--- src/rtl/serial_adder.sv ---
// serial_adder: bit-serial WIDTH-bit adder built around a single one-bit
// full-adder cell. Operands enter over a valid/ready request handshake, are
// summed LSB-first one bit per clock, and the sum, carry-out and signed
// overflow leave over a second valid/ready handshake.

// One-bit full adder cell with generate/propagate outputs.
module adder (
    input  logic a_i,
    input  logic b_i,
    input  logic carry_i,
    output logic sum_o,
    output logic carry_o,
    output logic G_o,
    output logic P_o
);

    // Classic generate/propagate formulation of a full adder.
    always_comb begin
        G_o     = a_i & b_i;
        P_o     = a_i ^ b_i;
        sum_o   = (a_i ^ b_i) ^ carry_i;
        carry_o = (a_i & b_i) | ((a_i ^ b_i) & carry_i);
    end

endmodule

module serial_adder #(
    parameter int WIDTH = 8
) (
    input  logic             clk_i,
    input  logic             rst_i,
    input  logic             valid_i,
    output logic             ready_o,
    input  logic [WIDTH-1:0] a_i,
    input  logic [WIDTH-1:0] b_i,
    input  logic             carry_i,
    output logic             valid_o,
    input  logic             ready_i,
    output logic [WIDTH-1:0] result_o,
    output logic             carry_o,
    output logic             overflow_o
);

    localparam int CW = $clog2(WIDTH);
    localparam logic [CW-1:0] LAST_BIT = CW'(WIDTH - 1);

    typedef enum logic [1:0] {
        IDLE = 2'd0,
        CALC = 2'd1,
        DONE = 2'd2
    } state_t;

    state_t           state_reg;
    logic [WIDTH-1:0] sa_reg;
    logic [WIDTH-1:0] sb_reg;
    logic [WIDTH-1:0] result_reg;
    logic             cr_reg;
    logic [CW-1:0]    cnt_reg;
    logic             carry_reg;
    logic             overflow_reg;

    logic             bit_sum;
    logic             bit_carry;

    // The single one-bit cell; its generate/propagate outputs have no use here.
    adder u_adder (
        .a_i     (sa_reg[0]),
        .b_i     (sb_reg[0]),
        .carry_i (cr_reg),
        .sum_o   (bit_sum),
        .carry_o (bit_carry),
        .G_o     (),
        .P_o     ()
    );

    // Handshake flags decode straight from the registered state.
    assign ready_o    = (state_reg == IDLE);
    assign valid_o    = (state_reg == DONE);
    assign result_o   = result_reg;
    assign carry_o    = carry_reg;
    assign overflow_o = overflow_reg;

    // Control FSM and serial datapath in one clocked process; reset wins over all.
    always_ff @(posedge clk_i) begin
        if (rst_i) begin
            state_reg    <= IDLE;
            sa_reg       <= '0;
            sb_reg       <= '0;
            result_reg   <= '0;
            cr_reg       <= 1'b0;
            cnt_reg      <= '0;
            carry_reg    <= 1'b0;
            overflow_reg <= 1'b0;
        end else begin
            case (state_reg)
                IDLE: begin
                    if (valid_i) begin
                        sa_reg     <= a_i;
                        sb_reg     <= b_i;
                        cr_reg     <= carry_i;
                        cnt_reg    <= '0;
                        result_reg <= '0;
                        state_reg  <= CALC;
                    end
                end
                CALC: begin
                    sa_reg     <= {1'b0, sa_reg[WIDTH-1:1]};
                    sb_reg     <= {1'b0, sb_reg[WIDTH-1:1]};
                    result_reg <= {bit_sum, result_reg[WIDTH-1:1]};
                    cr_reg     <= bit_carry;
                    if (cnt_reg == LAST_BIT) begin
                        // cr_reg holds the carry into the MSB on this cycle.
                        carry_reg    <= bit_carry;
                        overflow_reg <= cr_reg ^ bit_carry;
                        state_reg    <= DONE;
                    end else begin
                        cnt_reg <= cnt_reg + 1'b1;
                    end
                end
                DONE: begin
                    if (ready_i) begin
                        state_reg <= IDLE;
                    end
                end
                default: begin
                    state_reg <= IDLE;
                end
            endcase
        end
    end

endmodule

--- config.mk ---
export PLATFORM = sky130hd
export DESIGN_NAME = serial_adder
export DESIGN_NICKNAME = d
export VERILOG_FILES = /design/src/rtl/serial_adder.sv
export SDC_FILE = /design/constraint.sdc
export NUM_CORES = 1
export LEC_CHECK = 0
export CORE_ASPECT_RATIO = 1.1
export CORE_UTILIZATION = 25
export DETAILED_ROUTE_END_ITERATION = 7
export DONT_BUFFER_PORTS = 1
export PLACE_DENSITY = 0.41
export RECOVER_POWER = 50
export SLEW_MARGIN = 20
export SYNTH_ARGS = -nofsm -noshare
export SYNTH_HDL_FRONTEND = slang
export SYNTH_SLANG_ARGS = --single-unit
--- constraint.sdc ---
create_clock -name clk_i -period 1.4 [get_ports clk_i]
set_input_delay 0 -clock clk_i [delete_from_list [all_inputs] [get_ports clk_i]]
set_output_delay 0 -clock clk_i [all_outputs]
set_load 0.05 [all_outputs]
==> run metrics <==
Clock Latency Late Sink 0.28 ns; Final Cycle Share between 90 and 100%; sw power 505 uW; Max-cap violations 0; Synth Warn # 0; Reg power frac between 40% and 50%; area leader, netlist dfxtp_1; Distinct cells, synth 28; Vias approximately 1100; final-report max-slew violation count 0; minimum clock period ~1.3 ns; vias in the first global route between 1000 and 1500; WL/cell between 10 and 15 um; CTS Buf Count 5; die width 72.9 um; number of synthesized flops with an enable pin 0; I/O pins 33; RSZ-0062 raised after global routing false; Power Density around 1100 nW/um^2; clk buf depth 2; asr flop ratio synth 0%; # setup viols final 0; DRT iter0 DRCs 32; worst hold-check path type in2reg; Yosys top cell area share between 40% and 50%; Worst Hold Depth 3; Pre-antenna DRT Iters 4; largest cells by area after synthesis dfxtp_1 (46%), mux2i_1 (12%), a211oi_1 (8.1%); Routed WL 2.92 mm; Layout Cells excl Fill between 200 and 300; Layout Skew approximately 0.0054 ns; CTS H-Tree Depth 2; Vias/cell 4.42; Final GP Congestion a little under 0.7; Leak just over 0.0007 uW; Worst-path clk slew 0.06 ns; Clock power frac 36.5%; Synth-to-Final Area Change 33.9%; I/O Buffers 0; CTS tree built; FF-to-FF Start cnt_reg[0]; sequential area share after synthesis 46.3%; hold wc startpoint valid_i; Die Area 5830 sq um; Net Count, Synth 166; GRT Overall Usage between 10% and 20%; Final Util between 30% and 40%; FP Rows 28; postcts setup bufs 0; FMAX roughly 0.76 GHz; Chip Height between 70 and 80 um; Reg2Reg Capture Point state_reg[0]; largest net degree at the start of global routing 34; Final WS setup between 0.08 and 0.09 ns; Worst Path Required approximately 1.6 ns; critical path arrival ~1.5 ns; total negative slack 0 ns; FF-to-FF setup slack between 0.08 and 0.09 ns; grt total ovfl 0; Inst Count DP about 230; Internal about 1600 uW; top-count cell post-synth dfxtp_1; CP Capture Type flop; crit-path cells ha_2 > ha_4 > or2b_1 > a21oi_2 > nor2b_1; WHS Endpoint cnt_reg[1]; Min Hold Slack around 0.041 ns; Worst Tran Pin Value around 0.6 ns; Crit Path Class reg2reg; Synth Area per Inst just under 10 sq um; cell area after synthesis between 1000 and 1500 sq um; slowest stage delay, CP 0.32 ns; dpl ws -0.0688 ns; Final nets between 200 and 250; Yosys reg bits 32; DRC violations left 0; final HPWL from detailed placement a little under 2 mm; sw frac 24.5%; Startpoint Class flop; Max Fanout on Critical Path 4; ANT nets after route 0; Fin. Hold Viols 0; fillers 569; n_diodes 0; combinational share of power ~15%; status finished clean; Initial Util 25.8%; Synth Flop Type dfxtp_1; Max VDD drop just under 500 uV; Syn Inst Count about 140; worst reg-to-reg path cell count 5; worst relative slew slack around 60%; first-pass GRT wire length 4.90 mm; core area about 5400 sq um; Slowest-stage cell, CP dfxtp_1; top cells by count, synth dfxtp_1 (32), nor2_1 (27), mux2i_1 (16); Num Clock Sinks 32; root buffer cell clkbuf_8; share of cells above drive strength 1 between 10 and 15%; initial antenna violation count 0
-- metal layers --
metal | routed length, um | global-route usage [%] | part of all wire, % | vias up
li1 | - | - | - | 574
met1 | 1420 | 13.2 | 49 | 506
met4 | 63 | 6.47 | 2.2 | 0
met5 | 0 | 0 | 0 | -
met3 | 166 | 3.66 | 5.7 | 8
met2 | 1270 | 18.1 | 43 | 30
-- layout make-up --
type / instances / area (sq um) / area share [%]
timing repair buffer: 38 / 318 / 17.2
multi-input combinational: 95 / 678 / 36.6
sequential: 32 / 643 / 34.7
tap: 75 / 93.8 / 5.07
inverter: 6 / 22.5 / 1.22
clock buffer: 7 / 96.3 / 5.20
-- layout by cell type (no fill, tap or decap), types with 4 or more instances in the layout --
cell,n
dlygate4sd3_1,20
buf_4,4
dfxtp_1,30
clkbuf_1,10
clkbuf_8,7
a22oi_1,8
mux2i_1,16
nand2_1,4
inv_1,6
nor2_1,26
nand2b_1,4
a211oi_1,15
-- power by group through the flow --
stage / sequential, uW / combinational (uW) / clock (uW)
finish: 1000 / 307 / 753
global route: 1010 / 345 / 846
CTS: 1000 / 313 / 796
detailed placement: 1020 / 244 / 0
global placement: 1020 / 241 / 0
floorplan: 1020 / 208 / 0
-- metrics by stage --
stage	cell area, sq um	power [uW]
global placement	1550	1260
floorplan	1390	1230
global route	1850	2200
finish	1850	2060
detailed placement	1550	1260
CTS	1880	2110
-- worst max path at each step --
stage	from	endpoint	slack (ns)
after floorplan	cnt_reg[0]	cnt_reg[1]	0.07
after global placement	cnt_reg[0]	cnt_reg[1]	0.02
after detailed placement	cnt_reg[0]	cnt_reg[1]	-0.07
after CTS	cnt_reg[0]	cnt_reg[1]	0.01
after global routing	cr_reg	overflow_o	0.002
final	cnt_reg[0]	state_reg[0]	0.08
-- critical path: cells and delay by family, from the launching register on --
family	cells	cell delay, ns
AND/OR/NAND/NOR	2	0.39
adder cells (fa/ha/maj)	2	0.37
flip-flops	1	0.32
AO/OA/AOI/OAI	1	0.18
-- kinds of logic after synthesis --
group / synth area share [%]
AOI/OAI and AO/OA: 17.6
xor gates and xnor gates: 0.634
adders and majority gates: 3.26
buffers and inverters: 6.33
DFF: 46.3
muxes: 11.6
and+or+nand+nor: 14.2
-- timing repair --
item                       4_1_cts  5_1_grt
hold endpoints to repair        32        0
pin swaps                        1        2
setup endpoints to repair        4       10
hold buffers                    21        0
resized for setup                2        6
(Power assumes the default switching activity.)
